===== src/rtl/riscv_fetch_align.sv =====
// riscv_fetch_align: splits word-aligned 32-bit fetch words into 16/32-bit instructions.
// Latency: an instruction completed by a word accepted at edge N is presented after edge N.
// Backpressure: fch_rdy drops when the halfword queue cannot take a full word this cycle.
//
// Ports:
//   clk, rst                  clock, async active-high reset
//   flush, flush_pc           redirect (highest priority) and its halfword target
//   fch_vld/fch_rdy/fch_dat   fetch word stream, [15:0] is the lower halfword
//   dec_vld/dec_rdy           instruction handshake towards the decoder
//   dec_ins/dec_rvc/dec_pc    instruction, compressed flag, instruction address
module riscv_fetch_align #(
  parameter int unsigned    PCW    = 32,
  parameter logic [PCW-1:0] PC_RST = '0
) (
  input  logic           clk,
  input  logic           rst,
  input  logic           flush,
  input  logic [PCW-1:0] flush_pc,
  input  logic           fch_vld,
  output logic           fch_rdy,
  input  logic [31:0]    fch_dat,
  output logic           dec_vld,
  input  logic           dec_rdy,
  output logic [31:0]    dec_ins,
  output logic           dec_rvc,
  output logic [PCW-1:0] dec_pc
);

  localparam logic [PCW-1:0] HALF_MASK = ~PCW'(1);

  logic [15:0]    q [4];
  logic [2:0]     cnt;
  logic [PCW-1:0] pc;
  logic           skip;

  logic [15:0]    nq [4];
  logic [2:0]     ncnt;
  logic [2:0]     rem;
  logic [1:0]     pop;
  logic           push;
  logic           head_rvc;

  assign head_rvc = (q[0][1:0] != 2'b11);
  assign dec_vld  = !flush && ((cnt >= 3'd2) || ((cnt == 3'd1) && head_rvc));
  assign dec_rvc  = head_rvc;
  assign dec_ins  = head_rvc ? {16'h0000, q[0]} : {q[1], q[0]};
  assign dec_pc   = pc;

  // Halfwords leaving this cycle; dec_vld guarantees pop never exceeds cnt.
  assign pop  = (dec_vld && dec_rdy) ? (head_rvc ? 2'd1 : 2'd2) : 2'd0;
  assign rem  = cnt - {1'b0, pop};
  // Ready depends on this cycle's pop so a full queue can still stream at
  // one instruction per cycle; rem <= 2 keeps the queue within 4 entries.
  assign fch_rdy = flush || (rem <= 3'd2);
  assign push    = fch_vld && fch_rdy && !flush;

  always_comb begin
    for (int i = 0; i < 4; i++) nq[i] = 16'h0000;
    // Pop first, then append behind the survivors.
    case (pop)
      2'd1: begin
        nq[0] = q[1]; nq[1] = q[2]; nq[2] = q[3];
      end
      2'd2: begin
        nq[0] = q[2]; nq[1] = q[3];
      end
      default: begin
        for (int i = 0; i < 4; i++) nq[i] = q[i];
      end
    endcase
    ncnt = rem;
    if (push) begin
      if (skip) begin
        // Redirect to an odd halfword: the lower half of this word is not ours.
        for (int i = 0; i < 4; i++)
          if (rem == 3'(i)) nq[i] = fch_dat[31:16];
        ncnt = rem + 3'd1;
      end else begin
        for (int i = 0; i < 4; i++) begin
          if (rem == 3'(i))         nq[i] = fch_dat[15:0];
          if (rem + 3'd1 == 3'(i))  nq[i] = fch_dat[31:16];
        end
        ncnt = rem + 3'd2;
      end
    end
  end

  always_ff @(posedge clk or posedge rst) begin
    if (rst) begin
      for (int i = 0; i < 4; i++) q[i] <= 16'h0000;
      cnt  <= 3'd0;
      pc   <= PC_RST & HALF_MASK;
      skip <= PC_RST[1];
    end else if (flush) begin
      for (int i = 0; i < 4; i++) q[i] <= 16'h0000;
      cnt  <= 3'd0;
      pc   <= flush_pc & HALF_MASK;
      skip <= flush_pc[1];
    end else begin
      for (int i = 0; i < 4; i++) q[i] <= nq[i];
      cnt <= ncnt;
      if (push) skip <= 1'b0;
      case (pop)
        2'd1:    pc <= pc + PCW'(2);
        2'd2:    pc <= pc + PCW'(4);
        default: pc <= pc;
      endcase
    end
  end

endmodule


===== config.mk =====
export PLATFORM = sky130hd
export DESIGN_NAME = riscv_fetch_align
export DESIGN_NICKNAME = d
export VERILOG_FILES = /design/src/rtl/riscv_fetch_align.sv
export SDC_FILE = /design/constraint.sdc
export NUM_CORES = 1
export LEC_CHECK = 0
export ABC_CLOCK_PERIOD_IN_PS = 8650
export CAP_MARGIN = 20
export CORE_AREA = 3 3 150 152
export DETAILED_ROUTE_END_ITERATION = 6
export DIE_AREA = 0 0 153 155
export GPL_TIMING_DRIVEN = 0
export PLACE_DENSITY = 0.65
export RECOVER_POWER = 25
export SETUP_SLACK_MARGIN = 0.05
export SLEW_MARGIN = 25
export SYNTH_ARGS = -nofsm -noshare
export SYNTH_HDL_FRONTEND = slang
export SYNTH_SLANG_ARGS = --single-unit

===== constraint.sdc =====
create_clock -name clk -period 8.65 [get_ports clk]
set_clock_uncertainty 0.1 [all_clocks]
set_input_delay 1.73 -clock clk [delete_from_list [all_inputs] [get_ports clk]]
set_output_delay 1.73 -clock clk [all_outputs]
set_load 0.005 [all_outputs]

==> results of run 1 <==
==> routing by layer <==
layer  global-route usage, %  up-vias
li1                        -     4324
met2                   42.95      571
met4                   8.443        2
met5                       0        -
met3                   6.787       61
met1                   40.10     4557
==> worst reg2reg max path, stage by stage (launching register included) <==
cell and delay, ps:
sky130_fd_sc_hd__dfrtp_1 370, sky130_fd_sc_hd__buf_2 200, sky130_fd_sc_hd__a221oi_2 910, sky130_fd_sc_hd__ha_1 320, sky130_fd_sc_hd__fa_1 530, sky130_fd_sc_hd__inv_1 150, sky130_fd_sc_hd__ha_1 250, sky130_fd_sc_hd__ha_1 320
sky130_fd_sc_hd__nand2b_1 450, sky130_fd_sc_hd__and3_1 220, sky130_fd_sc_hd__clkbuf_1 370, sky130_fd_sc_hd__clkbuf_1 430, sky130_fd_sc_hd__a221oi_1 170, sky130_fd_sc_hd__o32ai_1 330
==> metrics by stage <==
stage / instances / util [%]
global placement: 1486 / 47.58
finish: 1502 / 48.88
detailed placement: 1487 / 47.73
global route: 1502 / 48.88
floorplan: 1082 / -
CTS: 1502 / 49.01
==> cells in the mapped netlist, types with 4 or more instances <==
cell type / count
sky130_fd_sc_hd__a32oi_1: 4
sky130_fd_sc_hd__a21o_1: 5
sky130_fd_sc_hd__o21ai_0: 101
sky130_fd_sc_hd__and3_1: 21
sky130_fd_sc_hd__nand3b_1: 13
sky130_fd_sc_hd__nor3_1: 6
sky130_fd_sc_hd__a32o_1: 15
sky130_fd_sc_hd__nand4_1: 10
sky130_fd_sc_hd__mux2i_1: 23
sky130_fd_sc_hd__xor2_1: 5
sky130_fd_sc_hd__a211oi_1: 4
sky130_fd_sc_hd__o22ai_1: 6
sky130_fd_sc_hd__dfrtp_1: 99
sky130_fd_sc_hd__and2_1: 6
sky130_fd_sc_hd__nor2_1: 64
sky130_fd_sc_hd__a22o_1: 16
sky130_fd_sc_hd__a221oi_1: 16
sky130_fd_sc_hd__nor3b_1: 13
sky130_fd_sc_hd__and4_1: 5
sky130_fd_sc_hd__or3_1: 13
sky130_fd_sc_hd__clkbuf_1: 86
sky130_fd_sc_hd__ha_1: 10
sky130_fd_sc_hd__o21a_1: 15
sky130_fd_sc_hd__a21oi_1: 89
sky130_fd_sc_hd__nand2b_1: 18
sky130_fd_sc_hd__nand3_1: 85
sky130_fd_sc_hd__o31ai_1: 9
sky130_fd_sc_hd__nand2_1: 81
sky130_fd_sc_hd__o32ai_2: 9
sky130_fd_sc_hd__or4_1: 10
sky130_fd_sc_hd__a22oi_1: 52
sky130_fd_sc_hd__o31a_1: 4
sky130_fd_sc_hd__buf_2: 16
sky130_fd_sc_hd__xnor2_1: 7
sky130_fd_sc_hd__a31oi_1: 10
sky130_fd_sc_hd__buf_1: 12
sky130_fd_sc_hd__a2111oi_2: 4
sky130_fd_sc_hd__inv_1: 15
sky130_fd_sc_hd__o32ai_1: 15
sky130_fd_sc_hd__buf_4: 17
sky130_fd_sc_hd__o211ai_1: 9
sky130_fd_sc_hd__a2111oi_0: 6
sky130_fd_sc_hd__nor2b_1: 23
==> worst max-delay path by stage <==
stage	startpoint	end	slack [ps]	cells past startpoint
after floorplan	flush	fch_rdy	2910	9
after global placement	dec_rdy	fch_rdy	1500	10
after detailed placement	dec_rdy	fch_rdy	1500	10
after CTS	dec_rdy	fch_rdy	1490	10
after global routing	dec_rdy	fch_rdy	1290	10
final	dec_rdy	fch_rdy	1400	10
==> cell usage in the layout, fill, tap and decap left out, types with 12 or more instances in the layout <==
cell,count
sky130_fd_sc_hd__mux2i_1,23
sky130_fd_sc_hd__a22o_1,16
sky130_fd_sc_hd__nor2b_1,23
sky130_fd_sc_hd__buf_2,16
sky130_fd_sc_hd__dfrtp_1,99
sky130_fd_sc_hd__clkbuf_1,88
sky130_fd_sc_hd__a221oi_1,16
sky130_fd_sc_hd__clkdlybuf4s50_1,128
sky130_fd_sc_hd__nand2b_1,18
sky130_fd_sc_hd__buf_1,12
sky130_fd_sc_hd__nor2_1,64
sky130_fd_sc_hd__o32ai_1,15
sky130_fd_sc_hd__a21oi_1,89
sky130_fd_sc_hd__nand2_1,81
sky130_fd_sc_hd__inv_1,14
sky130_fd_sc_hd__nand3_1,85
sky130_fd_sc_hd__o21a_1,15
sky130_fd_sc_hd__buf_4,17
sky130_fd_sc_hd__nand3b_1,13
sky130_fd_sc_hd__a32o_1,15
sky130_fd_sc_hd__o21ai_0,101
sky130_fd_sc_hd__a22oi_1,52
sky130_fd_sc_hd__nor3b_1,13
sky130_fd_sc_hd__or3_1,13
sky130_fd_sc_hd__and3_1,21
==> cells by family after synthesis <==
group | count (synthesis) | share of synthesized area (%)
compound gates | 405 | 33.31
simple gates | 377 | 23.19
buf+inv | 151 | 7.911
flops | 99 | 29.39
mux | 25 | 2.998
xor+xnor | 13 | 1.440
fa+ha+maj | 11 | 1.722
other cells | 1 | 0.04449
==> final cells by class <==
cell class / instances / area, um^2 / share of cell area [%]
multi-input combinational: 832 / 5285 / 51.11
sequential: 99 / 2477 / 23.96
timing repair buffer: 130 / 1295 / 12.52
buffer: 134 / 603.1 / 5.833
tap: 275 / 344.1 / 3.328
clock buffer: 11 / 242.7 / 2.348
inverter: 17 / 65.06 / 0.6292
clock inverter: 4 / 27.53 / 0.2662
==> power by group <==
group	total, mW	switching (mW)	internal (mW)
sequential	0.712	0.129	0.583
combinational	1.73	1.08	0.650
clock	0.402	0.201	0.202
==> state kept, by name, summed over array words and instances, names as in the netlist <==
name / count
skip: 1
q: 64
cnt: 3
dec_pc: 31
==> impl_results.md, run 1 <==
* Worst R2R End: q[25]$_DFF_PP0_
* Final count of pins violating max slew at 102
* Distinct cells, synth at 70
* Die height at 155 um
* Post-route worst hold slack at 488.0 ps
* Worst R2R Path Depth at 13
* WL per Instance at 22.90 um
* Fraction of the yosys area taken by sequential cells at 29.39%
* Global-route wire length before repair at 53.41 mm
* Detailed-route wire length at 34.40 mm
* Clock input transition at the sequential cells of the worst setup and hold paths at 70 ps
* Final count of hold timing violations at 0
* Number of gates given a new drive strength after cts at 0
* Met1 WL at 14.78 mm
* Number of buffers inserted during clock tree synthesis at 9
* Highest metal layer with signal wires: met5
* Violations in the final reports: capacitance limit, slew limit
* Layout overhead on the synthesized area at 22.67%
* # setup viols final at 0
* Max Cap Viol at 2
* Total via count in the routed design at 9515
* Count of flip-flops with a built-in enable after synthesis at 0
* Weighted congestion reported at the end of routability-driven placement at 0.9582
* Critical setup path kind: primary input to primary output
* CP startpoint kind: primary input
* Synth top area cells: sky130_fd_sc_hd__dfrtp_1 (29%), sky130_fd_sc_hd__o21ai_0 (6.0%), sky130_fd_sc_hd__a21oi_1 (5.3%)
* Count of nets after finishing at 1303
* Final WS setup at 1404 ps
* Critical path's slowest cell: sky130_fd_sc_hd__a221oi_2
* Die X at 153 um
* Slowest cell delay on critical path at 800 ps
* Post-layout power at 2.843 mW
* Leak at 3.832 nW
* GRT Util Overall at 28.27%
* Share of layout cells above drive strength 1 at 6.520%
* Unrepaired setup endpoints after global routing: false
* Netlist area before placement at 8429 um^2
* Class of the worst hold path: flop to flop
* Routed length on met3 at 3.755 mm
* Number of DRC violations after detailed-routing iteration 0 at 1300
* Layout fillers at 2070
* Post-CTS Setup Bufs at 0
* Total Negative Setup Slacks at 0 ps
* Arrival time of the worst setup path at 5420 ps
* Via count of the first global-routing pass at 9229
* CTS H-tree lvls at 3
* Aggregate global routing overflow at 0
* DP Area at 10100 um^2
* Port Buf Inserts at 129
* Cell class contributing the biggest share of worst-path delay: buffers and inverters
* Final std cell area, no fill at 10340 um^2
* Maximum number of pins on one net before global-route repair at 52
* Endpoint type of the worst setup path: primary output
* Maximum operating frequency at 0.1380 GHz
* Hold path endpoint: q[15]$_DFF_PP0_
* Pre-CTS setup slack at 1496 ps
* Number of detailed-routing iterations run before antenna repair at 6
* Cell at the root of the clock tree: sky130_fd_sc_hd__clkbuf_16
* Insertion delay to the later sink of the worst-skew pair at 370 ps
* Required time worst endpoint at 6820 ps
* Floorplan die area at 23720 um^2
* Cell taking the most area after synthesis: sky130_fd_sc_hd__dfrtp_1
* Post-synth top flop: sky130_fd_sc_hd__dfrtp_1
* Crit path buffers/inverters at 3
* Met2 layer wire length in the routed design at 15.20 mm
* DRC Markers at 0
* Maximum resistive drop on vdd at 0.1446 mV
* Average cell area after synthesis at 7.791 um^2
* Reg2Reg Launch Point: q[49]$_DFF_PP0_
* Slew at the pin closest to its max-slew limit at 2965 ps
* Min Clock Period, post-route at 7246 ps
* # diodes at 0
* Top Ports at 136
* Starting utilization of the core area at 39.85%
* Post-route antenna net violation count at 0
* Std-Cell Core Area at 21150 um^2
* Sum of net half-perimeters after detailed placement at 25.99 mm
* Clock net sink count at 99
* Run status: finished, violations left
* Critical Path, Cell by Cell: clkdlybuf4s50_1 > nand2b_1 > a221oi_2 > ha_1 > fa_1 > xor2_2 > inv_2 > ha_1 > a211o_4 > clkdlybuf4s50_1
* Register-to-Register Setup Slack at 3440 ps
* Initial antenna violation count at 1
* Max-Slew Margin vs Limit at -97.67%
* Cts hold-fix bufs at 0
* Yosys synthesis warning count at 0
* Maximum net fanout on the critical path at 11
* Fraction of synthesis flops using an asynchronous set or reset pin at 100.0%
* Via density per instance at 6.335
* Start point of the worst hold path: q[15]$_DFF_PP0_
* P per Cell Area at 274.9 nW/um^2
* Hold-critical path depth at 1
* CTS tree: yes
* Yosys reg bits at 99
* Proportion of netlist area held by the largest area contributor at 29.39%
* Bufs on Longest Clock Path at 2
* Post-synth net total at 1162
* Total number of placement rows at 53
* Period utilization at 83.77%
* Mapped Cells at 1082
(Power assumes the default switching activity.)
==> run 2, diff against run 1 <==
Settings changed: ABC_CLOCK_PERIOD_IN_PS 8650 to 6000, PLACE_DENSITY 0.65 to 0.67.
Clock period 8.65 ns to 6 ns, I/O delays scaled along.
==> impl_results.md, run 2 (synthesis gave the netlist of run 1 again) <==
* WL per Instance at 22.44 um (was 22.90 um)
* Final count of hold timing violations at 0 (unchanged)
* Number of DRC violations after detailed-routing iteration 0 at 1313 (was 1300)
* Total number of placement rows at 53 (unchanged)
* Arrival time of the worst setup path at 4300 ps (was 5420 ps)
* Class of the worst hold path: flop to flop (unchanged)
* CTS H-tree lvls at 3 (unchanged)
* Global-route wire length before repair at 52.43 mm (was 53.41 mm)
* Via count of the first global-routing pass at 9023 (was 9229)
* Required time worst endpoint at 4700 ps (was 6820 ps)
* Most common cell after layout, fill and taps aside: sky130_fd_sc_hd__clkdlybuf4s50_1 (unchanged)
* Detailed-route wire length at 33.74 mm (was 34.40 mm)
* Die X at 153 um (unchanged)
* Largest reg by FF count: q (unchanged)
* Layout fillers at 2086 (was 2070)
* Top Ports at 136 (unchanged)
* Critical setup path kind: primary input to primary output (unchanged)
* Insertion delay to the later sink of the worst-skew pair at 360 ps (was 370 ps)
* Most frequent cells in the layout: sky130_fd_sc_hd__clkdlybuf4s50_1 (128), sky130_fd_sc_hd__o21ai_0 (101), sky130_fd_sc_hd__dfrtp_1 (99), sky130_fd_sc_hd__a21oi_1 (89), sky130_fd_sc_hd__clkbuf_1 (86) (was sky130_fd_sc_hd__clkdlybuf4s50_1 (128), sky130_fd_sc_hd__o21ai_0 (101), sky130_fd_sc_hd__dfrtp_1 (99), sky130_fd_sc_hd__a21oi_1 (89), sky130_fd_sc_hd__clkbuf_1 (88))
* Via density per instance at 6.297 (was 6.335)
* Port Buf Inserts at 129 (unchanged)
* Clock net sink count at 99 (unchanged)
* Layout overhead on the synthesized area at 23.66% (was 22.67%)
* Number of buffers inserted during clock tree synthesis at 9 (unchanged)
* Endpoint type of the worst setup path: primary output (unchanged)
* Min Clock Period, post-route at 5600 ps
* Period utilization at 93.33%
* Weighted congestion reported at the end of routability-driven placement at 0.9787 (was 0.9582)
* Max Cap Viol at 2 (unchanged)
* Leak at 3.884 nW (was 3.832 nW)
* Floorplan die area at 23720 um^2 (unchanged)
* Die height at 155 um (unchanged)
* Slowest cell delay on critical path at 540 ps (was 800 ps)
* Number of detailed-routing iterations run before antenna repair at 7 (was 6)
* GRT Util Overall at 27.80% (was 28.27%)
* Sum of net half-perimeters after detailed placement at 25.58 mm (was 25.99 mm)
* CTS tree: yes (unchanged)
* Total Negative Setup Slacks at 0 ps (unchanged)
* Maximum resistive drop on vdd at 0.1689 mV (was 0.1446 mV)
* Maximum operating frequency at 0.1786 GHz
* Post-route antenna net violation count at 0 (unchanged)
* Std-Cell Core Area at 21150 um^2 (unchanged)
* Violations in the final reports: DRC, capacitance limit, slew limit (was capacitance limit, slew limit)
* Aggregate global routing overflow at 0 (unchanged)
* Starting utilization of the core area at 39.85% (unchanged)
* Bufs on Longest Clock Path at 2 (unchanged)
* Clock input transition at the sequential cells of the worst setup and hold paths at 70 ps (about the same)
* Cell at the root of the clock tree: sky130_fd_sc_hd__clkbuf_16 (unchanged)
* Run status: finished, violations left (unchanged)
* Maximum number of pins on one net before global-route repair at 64 (was 52)
* Final count of pins violating max slew at 102 (unchanged)
* Max-Slew Margin vs Limit at -16.98% (was -97.67%)
* Initial antenna violation count at 0 (was 1)
* CP startpoint kind: primary input (unchanged)
* # diodes at 0 (unchanged)
* DRC Markers at 1 (was 0)
* Slew at the pin closest to its max-slew limit at 1745 ps (was 2965 ps)
* Total via count in the routed design at 9471 (was 9515)
* P per Cell Area at 401.2 nW/um^2 (was 274.9 nW/um^2)
* Critical path's slowest cell: sky130_fd_sc_hd__clkdlybuf4s50_1 (was sky130_fd_sc_hd__a221oi_2)
* Critical Path, Cell by Cell: clkdlybuf4s50_1 > nand2b_1 > a221oi_4 > ha_1 > fa_1 > xor2_2 > inv_2 > ha_1 > a211o_4 > clkdlybuf4s50_1 (was clkdlybuf4s50_1 > nand2b_1 > a221oi_2 > ha_1 > fa_1 > xor2_2 > inv_2 > ha_1 > a211o_4 > clkdlybuf4s50_1)
* Count of nets after finishing at 1305 (was 1303)
* # setup viols final at 0 (unchanged)
* Pre-CTS setup slack at -127.6 ps (was 1496 ps)
* Maximum net fanout on the critical path at 11 (unchanged)
* Max reg flops at 64 (unchanged)
* Share of layout cells above drive strength 1 at 6.835% (was 6.520%)
* Final WS setup at 400.3 ps (was 1404 ps)
* Unrepaired setup endpoints after global routing: false (unchanged)
[run 2: changes by cell type in the layout (fill, tap and decap cells not counted), sizes merged]
cell,change
clkinv,+1
buf,+2
clkinvlp,-3
bufinv,+2
[run 2: area by class of cell]
cell class	count	area, um^2	share of cell area [%]
Timing Repair Buffer	132	1311	12.58
Multi-Input combinational cell	832	5296	50.81
Sequential cell	99	2477	23.77
Tap cell	275	344.1	3.301
Buffer	134	603.1	5.786
Clock inverter	4	73.82	0.7082
Clock buffer	11	252.7	2.425
Inverter	17	65.06	0.6242
[run 2: path summary, 6_finish.rpt]
kind | end | depth (start not counted) | from | slack, ps
max reg2reg | q[11]$_DFF_PP0_ | 16 | q[48]$_DFF_PP0_ | 1230
min | q[9]$_DFF_PP0_ | 1 | q[9]$_DFF_PP0_ | 490
min in group asynchronous | q[49]$_DFF_PP0_ | 2 | rst | 1630
max in group asynchronous | q[2]$_DFF_PP0_ | 3 | rst | 1870
min reg2reg | q[9]$_DFF_PP0_ | 1 | q[9]$_DFF_PP0_ | 490
max | fch_rdy | 10 | dec_rdy | 400
[run 2: per-layer routing]
layer / GRT usage [%] / vias to the layer above / part of all wire [%]
met5: 0 / - / 0
met4: 7.000 / 0 / 1.8
met3: 5.897 / 48 / 10
met2: 43.29 / 521 / 45
met1: 39.59 / 4568 / 43
li1: - / 4334 / -
[run 2: what timing repair did]
action / 4_1_cts / 5_1_grt
resized for setup: 1 / 0
buffers inserted: 0 / 2
endpoints found under the hold margin: 0 / 0
endpoints found under the setup margin: 1 / 2
hold buffers: 0 / 0
[run 2: metrics by stage]
step	instances	utilization, %	hold slack, ps	area (um^2)	total power [mW]
after global routing	1504	49.28	514.5	10420	4.440
after floorplan	1082	-	414.3	8429	2.607
after CTS	1502	49.33	484.6	10440	4.105
after global placement	1486	47.58	454.7	10060	3.403
final	1504	49.28	485.4	10420	4.182
after detailed placement	1487	47.73	468.0	10100	3.425
[run 2: worst max-delay path: cells and delay by family]
| family | cells | cell delay (ps) |
|---|---|---|
| compound gates | 2 | 650 |
| fa+ha+maj | 3 | 750 |
| xor+xnor | 1 | 320 |
| buf+inv | 3 | 1210 |
| simple gates | 1 | 170 |
[run 2: power breakdown]
part	internal, mW	switching, mW
clock network	0.387	0.279
logic	0.944	1.55
registers	0.840	0.181
total	2.17	2.01
